===== src/rtl/vend_pkg.sv =====
// Shared vending definitions: coin values, denomination indices, payout FSM
// states and coin <-> index helpers. Also used by the coin acceptor side.
package vend_pkg;

    localparam logic [7:0] COIN_10  = 8'd10;
    localparam logic [7:0] COIN_20  = 8'd20;
    localparam logic [7:0] COIN_50  = 8'd50;
    localparam logic [7:0] COIN_100 = 8'd100;
    localparam logic [7:0] COIN_200 = 8'd200;

    localparam int NUM_DENOM = 5;

    typedef enum logic [2:0] {
        D10  = 3'd0,
        D20  = 3'd1,
        D50  = 3'd2,
        D100 = 3'd3,
        D200 = 3'd4
    } denom_idx_t;

    typedef enum logic [2:0] {
        ST_IDLE  = 3'd0,
        ST_PICK  = 3'd1,
        ST_OFFER = 3'd2,
        ST_GAP   = 3'd3,
        ST_FIN   = 3'd4
    } payout_state_t;

    function automatic logic [7:0] idx_to_coin(input denom_idx_t idx);
        case (idx)
            D10:     return COIN_10;
            D20:     return COIN_20;
            D50:     return COIN_50;
            D100:    return COIN_100;
            D200:    return COIN_200;
            default: return 8'd0;
        endcase
    endfunction

    function automatic logic is_valid_coin(input logic [7:0] coin);
        return (coin == COIN_10) || (coin == COIN_20) || (coin == COIN_50) ||
               (coin == COIN_100) || (coin == COIN_200);
    endfunction

    // Non-denomination values map to D10; callers gate with is_valid_coin().
    function automatic denom_idx_t coin_to_idx(input logic [7:0] coin);
        case (coin)
            COIN_20:  return D20;
            COIN_50:  return D50;
            COIN_100: return D100;
            COIN_200: return D200;
            default:  return D10;
        endcase
    endfunction

endpackage


===== src/rtl/coin_inventory.sv =====
// Per-denomination coin stock: saturating counters with a refill increment
// port and a payout decrement port. A refill and a payout of the same
// denomination in one cycle cancel out.
module coin_inventory
    import vend_pkg::*;
#(
    parameter int INV_W      = 4,
    parameter int INIT_COUNT = 8
) (
    input  logic                 clk,
    input  logic                 rst,
    input  logic                 refill_valid,
    input  logic [7:0]           refill_coin,
    input  logic                 dec_valid,
    input  denom_idx_t           dec_idx,
    output logic [NUM_DENOM-1:0] empty_flags
);

    localparam logic [INV_W-1:0] CNT_MAX  = '1;
    localparam logic [INV_W-1:0] CNT_INIT = INV_W'(INIT_COUNT);

    logic [INV_W-1:0]     count [NUM_DENOM];
    logic [NUM_DENOM-1:0] inc_vec;
    logic [NUM_DENOM-1:0] dec_vec;

    // Decode refill and payout strobes into one-hot per-denomination requests.
    always_comb begin
        inc_vec = '0;
        dec_vec = '0;
        if (refill_valid && is_valid_coin(refill_coin)) begin
            inc_vec[coin_to_idx(refill_coin)] = 1'b1;
        end
        if (dec_valid) begin
            dec_vec[dec_idx] = 1'b1;
        end
    end

    // Counter update; the payout side never decrements an empty counter.
    always_ff @(posedge clk or posedge rst) begin
        if (rst) begin
            for (int i = 0; i < NUM_DENOM; i++) begin
                count[i] <= CNT_INIT;
            end
        end else begin
            for (int i = 0; i < NUM_DENOM; i++) begin
                if (inc_vec[i] && !dec_vec[i]) begin
                    if (count[i] != CNT_MAX) begin
                        count[i] <= count[i] + 1'b1;
                    end
                end else if (dec_vec[i] && !inc_vec[i]) begin
                    count[i] <= count[i] - 1'b1;
                end
            end
        end
    end

    // Empty indication per denomination.
    always_comb begin
        for (int i = 0; i < NUM_DENOM; i++) begin
            empty_flags[i] = (count[i] == '0);
        end
    end

endmodule


===== src/rtl/coin_payout.sv =====
// Change dispenser: pays a requested amount as single coins, largest
// available denomination first, one coin per hopper handshake.
// Optional build macro COIN_PAYOUT_TIMEOUT_EN adds an offer timeout that
// abandons the request (done + short_err) when the hopper stalls.
//
// state    | meaning
// ---------+-----------------------------------------------------------
// ST_IDLE  | waiting for a change request, req_ready high
// ST_PICK  | choose largest coin <= remaining with stock, or finish
// ST_OFFER | coin_valid high, coin_out held until hopper takes it
// ST_GAP   | idle cycles after a taken coin before the next pick
// ST_FIN   | one-cycle done pulse, short_err if residue is left
module coin_payout
    import vend_pkg::*;
#(
    parameter int INV_W      = 4,
    parameter int INIT_COUNT = 8,
    parameter int GAP        = 1,
    parameter int TIMEOUT    = 16
) (
    input  logic                 clk,
    input  logic                 rst,
    input  logic                 req_valid,
    output logic                 req_ready,
    input  logic [7:0]           req_amount,
    output logic                 coin_valid,
    input  logic                 coin_ready,
    output logic [7:0]           coin_out,
    input  logic                 refill_valid,
    input  logic [7:0]           refill_coin,
    output logic                 done,
    output logic                 short_err,
    output logic [7:0]           remaining,
    output logic [NUM_DENOM-1:0] empty_flags
);

    // One width serves both the gap and timeout down-counters.
    localparam int CNT_W = $clog2(((GAP > TIMEOUT) ? GAP : TIMEOUT) + 1);

    payout_state_t    state, state_nxt;
    logic [7:0]       coin_q;
    denom_idx_t       sel_q;
    denom_idx_t       pick_idx;
    logic             pick_found;
    logic             handshake;
    logic [CNT_W-1:0] gap_cnt;
`ifdef COIN_PAYOUT_TIMEOUT_EN
    logic [CNT_W-1:0] to_cnt;
`endif

    coin_inventory #(
        .INV_W      (INV_W),
        .INIT_COUNT (INIT_COUNT)
    ) u_inv (
        .clk          (clk),
        .rst          (rst),
        .refill_valid (refill_valid),
        .refill_coin  (refill_coin),
        .dec_valid    (handshake),
        .dec_idx      (sel_q),
        .empty_flags  (empty_flags)
    );

    // Greedy picker: later (larger) qualifying denominations override earlier ones.
    always_comb begin
        pick_found = 1'b0;
        pick_idx   = D10;
        for (int i = 0; i < NUM_DENOM; i++) begin
            if (!empty_flags[i] && (idx_to_coin(denom_idx_t'(3'(i))) <= remaining)) begin
                pick_found = 1'b1;
                pick_idx   = denom_idx_t'(3'(i));
            end
        end
    end

    // State register.
    always_ff @(posedge clk or posedge rst) begin
        if (rst) begin
            state <= ST_IDLE;
        end else begin
            state <= state_nxt;
        end
    end

    // Next-state and handshake/status outputs.
    always_comb begin
        state_nxt  = state;
        req_ready  = 1'b0;
        coin_valid = 1'b0;
        handshake  = 1'b0;
        done       = 1'b0;
        short_err  = 1'b0;
        case (state)
            ST_IDLE: begin
                req_ready = 1'b1;
                if (req_valid) state_nxt = ST_PICK;
            end
            ST_PICK: begin
                if ((remaining == 8'd0) || !pick_found) state_nxt = ST_FIN;
                else                                    state_nxt = ST_OFFER;
            end
            ST_OFFER: begin
                coin_valid = 1'b1;
                if (coin_ready) begin
                    handshake = 1'b1;
                    state_nxt = (GAP > 0) ? ST_GAP : ST_PICK;
                end
`ifdef COIN_PAYOUT_TIMEOUT_EN
                else if (to_cnt == '0) begin
                    state_nxt = ST_FIN;
                end
`endif
            end
            ST_GAP: begin
                if (gap_cnt == '0) state_nxt = ST_PICK;
            end
            ST_FIN: begin
                done      = 1'b1;
                short_err = (remaining != 8'd0);
                state_nxt = ST_IDLE;
            end
            default: state_nxt = ST_IDLE;
        endcase
    end

    assign coin_out = coin_valid ? coin_q : 8'd0;

    // Datapath: residue, latched selection and the down-counters.
    always_ff @(posedge clk or posedge rst) begin
        if (rst) begin
            remaining <= 8'd0;
            coin_q    <= 8'd0;
            sel_q     <= D10;
            gap_cnt   <= '0;
`ifdef COIN_PAYOUT_TIMEOUT_EN
            to_cnt    <= '0;
`endif
        end else begin
            case (state)
                ST_IDLE: begin
                    if (req_valid) remaining <= req_amount;
                end
                ST_PICK: begin
                    coin_q <= idx_to_coin(pick_idx);
                    sel_q  <= pick_idx;
`ifdef COIN_PAYOUT_TIMEOUT_EN
                    to_cnt <= CNT_W'(TIMEOUT - 1);
`endif
                end
                ST_OFFER: begin
                    if (handshake) begin
                        remaining <= remaining - coin_q;
                        gap_cnt   <= CNT_W'(GAP - 1);
                    end
`ifdef COIN_PAYOUT_TIMEOUT_EN
                    else begin
                        to_cnt <= to_cnt - 1'b1;
                    end
`endif
                end
                ST_GAP: begin
                    gap_cnt <= gap_cnt - 1'b1;
                end
                default: ;
            endcase
        end
    end

endmodule


===== config.mk =====
export PLATFORM = sky130hd
export DESIGN_NAME = coin_payout
export DESIGN_NICKNAME = d
export VERILOG_FILES = /design/src/rtl/vend_pkg.sv /design/src/rtl/coin_inventory.sv /design/src/rtl/coin_payout.sv
export SDC_FILE = /design/constraint.sdc
export NUM_CORES = 1
export LEC_CHECK = 0
export ABC_AREA = 1
export CAP_MARGIN = 10
export CORE_MARGIN = 5
export CORE_UTILIZATION = 45
export DETAILED_ROUTE_END_ITERATION = 12
export PLACE_DENSITY = 0.68
export SLEW_MARGIN = 20
export SYNTH_ARGS = -nofsm -noshare
export SYNTH_HDL_FRONTEND = slang
export SYNTH_SLANG_ARGS = --single-unit

===== constraint.sdc =====
create_clock -name clk -period 2.6 [get_ports clk]
set_input_delay 0.26 -clock clk [delete_from_list [all_inputs] [get_ports clk]]
set_output_delay 0.26 -clock clk [all_outputs]
set_load 0.02 [all_outputs]

## Yosys cells after proc, flatten, opt, wreduce, memory -nomap -nowiden

Cells that the tools add are included.

| storage, ports and cells | value |
|---|---|
| register bits | 47 |
| bits in latches | 0 |
| RAM bits | 0 |
| bits in read-only memories | 0 |
| input bits | 21 |
| memories kept | 0 |

| cells by class | value |
|---|---|
| $add $sub $neg | 12 |
| multipliers | 0 |
| divide/modulo/power cells | 0 |
| order comparisons | 9 |
| equality and inequality tests | 27 |
| shift-type cells | 0 |
| mux-type cells | 50 |
| bitwise logic cells | 0 |
| reductions and logical operators | 64 |

Operators by type and width:

| kind | count |
|---|---|
| $mux W4 | 15 |
| $pmux W8 S5 | 1 |
| $mux W3 | 8 |
| $mux W8 | 3 |
| $pmux W3 S4 | 2 |
| $add A4 B1 Y4 const B | 5 |
| $logic_not A4 Y1 | 5 |
| $ne A4 B4 Y1 const B | 5 |
| $sub A4 B1 Y4 const B | 5 |
| $logic_and A1 B1 Y1 | 18 |
| $ne A2 B2 Y1 const B | 9 |
| $logic_not A1 Y1 | 16 |
| $pmux W8 S2 | 1 |
| $mux W5 | 3 |
| $mux W1 | 14 |
| $reduce_bool A2 Y1 | 7 |
| $eq A3 B2 Y1 const B | 4 |
| $reduce_and A2 Y1 | 6 |
| $pmux W5 S2 | 1 |
| $eq A8 B4 Y1 const B | 1 |
| $eq A8 B5 Y1 const B | 1 |
| $eq A8 B6 Y1 const B | 1 |
| $eq A8 B7 Y1 const B | 1 |
| $eq A8 B8 Y1 const B | 1 |
| 18 further kinds | 29 |

## Logic depth before layout (Yosys ltp)

Gate-level depths: netlist of the first run.

| logic depth | value |
|---|---|
| depth in word-level cells | 16 |
| depth in mapped cells | 19 |
| gate-level depth less buffers | 19 |

## Modules after synthesis

From an unflattened synthesis of the first run, not the netlist that was laid out.

| unflattened totals | value |
|---|---|
| cells, all modules | 464 |
| area total of the unflattened synthesis | 3458.3 µm² |

By module, submodules not included:

| module | instances | cells an instance | area an instance (µm²) | sequential area each (µm²) |
|---|---|---|---|---|
| coin_inventory | 1 | 230 | 1752.9 | 506.7 |
| coin_payout | 1 | 234 | 1705.4 | 625.6 |

## Least setup slack after synthesis of the first run

No wires, ideal clock.

| timing path | value |
|---|---|
| kind | register -> register |
| start | reg state[2] |
| end | reg u_inv.count[19] in the netlist's numbering |
| data arrival time | 1.926 ns |
| setup slack | 0.598 ns |
| cell stages (with the launch flop) | 17 |
| buffers on the path | 0 |
| cell sequence | dfrtp_1 inv_2 nand3_4 nor2_4 nand3_1 nand4_1 ha_1 nand2_1 nand2_1 a31oi_1 inv_1 nand2_1 nand2_1 inv_1 nand2_1 nand2_1 nand2_1 |

| on the way | value |
|---|---|
| cells in the longest elaborated chain, start to end | 7 |
| elaborated cells on any way between the ends | 10 |
| those cells by class | 2 x eq/ne; 3 x mux; 5 x reduce/logical |

RTL lines:

| what | line | source |
|---|---|---|
| from (decl) | coin_payout.sv:40 | `payout_state_t state, state_nxt;` |
| from (signal assigned) | coin_payout.sv:81 | `state <= state_nxt;` |
| $eq A3 B2 Y1 * | coin_payout.sv:93 | `case (state)` |
| $mux W1 * | coin_payout.sv:93 |  |
| $mux W5 * | coin_inventory.sv:33 | `if (dec_valid) begin` |
| $logic_not A1 Y1 | coin_inventory.sv:46 | `if (inc_vec[i] && !dec_vec[i]) begin` |
| $logic_and A1 B1 Y1 | coin_inventory.sv:46 |  |
| $ne A2 B2 Y1 (no source line) / $reduce_bool A2 Y1 (equally long branches) | n/a |  |
| $reduce_and A2 Y1 (no source line) | n/a |  |
| to (signal, indexed assignment) | coin_inventory.sv:48 | `count[i] <= count[i] + 1'b1;` |
| to (signal, indexed assignment) | coin_inventory.sv:51 | `count[i] <= count[i] - 1'b1;` |
| to (decl) | coin_inventory.sv:22 | `logic [INV_W-1:0] count [NUM_DENOM];` |

Mark *: on every way between the ends. The rest lies on a longest branch, timed or not.
A chain may end at the register's enable or synchronous reset.

## Final worst setup path of the first run

| timing path | value |
|---|---|
| start | in refill_coin[4] |
| end | reg u_inv.count[11] in the netlist's numbering |

| on the way | value |
|---|---|
| cells in the longest elaborated chain, start to end | 12 |
| elaborated cells on any way between the ends | 25 |
| those cells by class | 2 x order compare; 6 x eq/ne; 6 x mux; 11 x reduce/logical |

RTL lines:

| what | line | source |
|---|---|---|
| from (decl) | coin_payout.sv:30 | `input logic [7:0] refill_coin,` |
| $eq A8 B8 Y1, or another cell as far along | vend_pkg.sv:42, vend_pkg.sv:47 |  |
| $pmux W3 S4 | vend_pkg.sv:47 | `case (coin)` |
| $mux W3 | coin_inventory.sv:30 | `if (refill_valid && is_valid_coin(refill_coin)) begin` |
| $lt A3 B4 Y1 (implied by the code) / $ge A3 B1 Y1 (equally long branches) | coin_inventory.sv:31 | `inc_vec[coin_to_idx(refill_coin)] = 1'b1;` |
| $logic_and A1 B1 Y1 (implied by the code) | coin_inventory.sv:31 |  |
| $mux W1 (implied by the code) | coin_inventory.sv:31 |  |
| $demux W1 S3 | n/a |  |
| $mux W5 * | coin_inventory.sv:30 |  |
| $logic_not A1 Y1 | coin_inventory.sv:50 | `end else if (dec_vec[i] && !inc_vec[i]) begin` |
| $logic_and A1 B1 Y1 | coin_inventory.sv:50 |  |
| $reduce_bool A2 Y1 (no source line) | n/a |  |
| $reduce_and A2 Y1 (no source line) | n/a |  |

Mark *: on every way between the ends. The rest lies on a longest branch, timed or not. The select of a mux whose other input is x is not followed.

==> results of run 1 <==
[power by group through the flow]
stage	logic [uW]	clock network [uW]	registers (uW)
global placement	2400	0	1360
CTS	2470	455	1360
global route	2820	486	1410
floorplan	1700	0	1380
finish	2430	437	1360
detailed placement	2450	0	1370
[layout make-up]
class	instances	share of cell area, %
inverters	76	7.12
repair buffers	53	12.7
clock buffers	6	1.81
flip-flops and latches	46	28.9
clock inverters	2	0.343
multi-input cells	303	46.1
well taps	99	3.09
[flip-flops by register name, summed over array words and instances, names as in the netlist]
| name | flops |
|---|---|
| remaining | 8 |
| coin_q | 7 |
| state | 3 |
| sel_q | 3 |
| gap_cnt | 5 |
| u_inv.count | 20 |
[logic make-up (layout without fill, tap and decap cells)]
| family | after synthesis | after routing |
|---|---|---|
| simple gates | 189 | 189 |
| buf+inv | 80 | 137 |
| compound gates | 69 | 69 |
| flops | 46 | 46 |
| fa+ha+maj | 24 | 24 |
| xor+xnor | 20 | 20 |
| other cells | 1 | 1 |
[placed cells by master, fill, tap and decap left out, drive strengths merged]
cell           count
a21o               4
a21oi             15
a31oi              5
buf                9
clkbuf             6
clkdlybuf4s50     44
clkinv             5
conb               1
dfrtp             41
dfstp              5
fa                 6
ha                18
inv               73
nand2             91
nand3             28
nand3b             2
nand4             13
nor2              47
nor3               2
nor4               2
o211ai             4
o21ai             30
o21bai             3
o22ai              7
o41ai              1
or2                4
xnor2              3
xor2              17
[critical path, cell delays in order]
cell and delay [ns]:
clkdlybuf4s50_1 0.52, nand2_1 0.08, nor2_2 0.12, nand2_2 0.11
nand2_2 0.11, nor2_4 0.05, nand2_8 0.07, nand4_4 0.11
ha_1 0.35, nand2_1 0.08, nand2_1 0.05, a31oi_1 0.20
inv_1 0.06, nand2_1 0.06, nand2_1 0.05, inv_1 0.07
nand2_1 0.05, nand2_1 0.06, nand2_1 0.05
[path summary, 6_finish.rpt]
path | from | endpoint | cells after the start
setup / recovery | refill_coin[4] | u_inv.count[11] | 19
hold / removal | rst | gap_cnt[1] | 3
setup reg to reg | state[2] | u_inv.count[3] | 11
hold reg to reg | u_inv.count[7] | u_inv.count[7] | 2
max in group asynchronous | rst | sel_q[1] | 3
min in group clk | u_inv.count[7] | u_inv.count[7] | 2
[per-layer routing]
metal / track usage, % / wire, um / up-vias
met3: 3.13 / 226 / 5
li1: - / - / 1505
met5: 0 / 0 / -
met2: 29.3 / 3430 / 43
met4: 3.91 / 53 / 0
met1: 21.9 / 3310 / 1338
[through the flow]
| stage | worst slack [ns] | power (uW) | instances | cell area (sq um) |
|---|---|---|---|---|
| 4_1_cts | 0.315 | 4280 | 585 | 4010 |
| 3_3_place_gp | 0.0576 | 3760 | 577 | 3920 |
| 5_1_grt | 0.0955 | 4720 | 585 | 4010 |
| 6_report | 0.327 | 4230 | 585 | 4010 |
| 2_1_floorplan | 0.598 | 3070 | 429 | 3310 |
| 3_5_place_dp | 0.0142 | 3820 | 577 | 3920 |
==> metrics, run 1 <==
synth unique cells 37; Gate power share roughly 58%; largest family of logic cells by synthesized area simple AND/OR/NAND/NOR gates; CTS tree done; routability cong. 0.815; input/output buffers 44; fraction of layout cells with a size suffix above 1 10.7%; fin crit period 2.27 ns; post-synthesis xor/xnor area fraction 5.29%; CP Capture Type flop; post-synthesis adder-cell area fraction 10.4%; WL final about 7 mm; Worst-Skew Late Latency 0.30 ns; synthesis-to-finish area growth 21.1%; status completed; full die area just over 9000 sq um; core box area roughly 7200 sq um; Clock Pin Slew Worst Setup and Hold Paths 0.09 ns; gr ovfl total 0; pwr/cell area 1060 nW/um^2; Mapped Cells 429; FF+latch count, synth 46; Worst Hold Slack 0.391 ns; Post-Synth Simple-Gate Area 27.8%; n_diodes 0; Final Hold Vio Count 0; Rows 31; Die Span Y 95.8 um; ys flop type dfrtp_1; CTS root buffer clkbuf_8; maxcap violations 0; clock net sink count 46; average wire per standard cell 12.0 um; Residual DRC 0; Layout Nets between 500 and 600; Final Skew 0.0124 ns; Post-Syn Nets 474; via count 2891; htree depth 2; die span in x between 90 and 100 um; Clock power frac 10.3%; area of the multi-input gates roughly 1800 sq um; WP data arrival 2.50 ns; FMAX ~0.44 GHz; share of the synthesized area in the top cell type 31.0%; Critical Path Source Type input pin; Slew @ Worst Pin 0.590 ns; RSZ-0062 raised after global routing false; first-pass GRT wire length 12.4 mm; Final Util 55.6%; Flop pwr share 32.1%; asr flop ratio synth between 90% and 100%; endpoints failing setup 0; Total GRT Usage between 10% and 20%; post-synthesis compound-gate area fraction 12.2%; Bufs on Longest Clock Path 2; Psw 1960 uW; WS Path Type in2reg; CP Max Fanout 5; largest net degree at the start of global routing 47; number of synthesized flops with an enable pin 0; count of pins over their slew limit 0; CTS buffer count 5; DR iter-0 viols 64; Switching Fraction 46.4%; Pint about 2300 uW; vias in the first global route 2859; Fillers 713; largest cells by area after synthesis dfrtp_1 (31%), nand2_1 (9.3%), inv_1 (7.8%); Starting Density 45.9%; post-synthesis cell area 3310 sq um; dpl hpwl approximately 5.6 mm; Tcrit/Tclk final 87.4%; vias per inst 4.94; synth cell count leaders nand2_1 (82), inv_1 (69), dfrtp_1 (41); mux cell area share after synthesis 0%; hold buffer count at cts 0; sequential cell area 1160 sq um; setup repair bufs after CTS 0; drt pass-1 iters 4; Routed Antenna Nets 0; Max VDD drop 0.687 mV; WP data required 2.83 ns; FF-to-FF setup slack about 0.33 ns; initial antenna violation count 0; Post-Syn Area per Cell slightly below 8 sq um; IO Pins 46; most frequent cell after synthesis nand2_1; Synth area leader dfrtp_1; Synthesis Warnings 0; Leak 0.00197 uW; worst hold-check path type in2async; Relative slew margins 60.6%; Final TNS setup 0 ns; Resized cells post-CTS 0; Seq/Total Area, Yosys 35.0%
Power figures use the tool's default switching activity.
==> inputs of run 2 (changes only) <==
--- a/config.mk
+++ b/config.mk
@@ -6,7 +6,6 @@
 export NUM_CORES = 1
 export LEC_CHECK = 0
 export ABC_AREA = 1
-export CAP_MARGIN = 10
 export CORE_MARGIN = 5
 export CORE_UTILIZATION = 45
 export DETAILED_ROUTE_END_ITERATION = 12
==> results of run 2 <==
The final DEF is identical to that of run 1; final timing and power are the same.
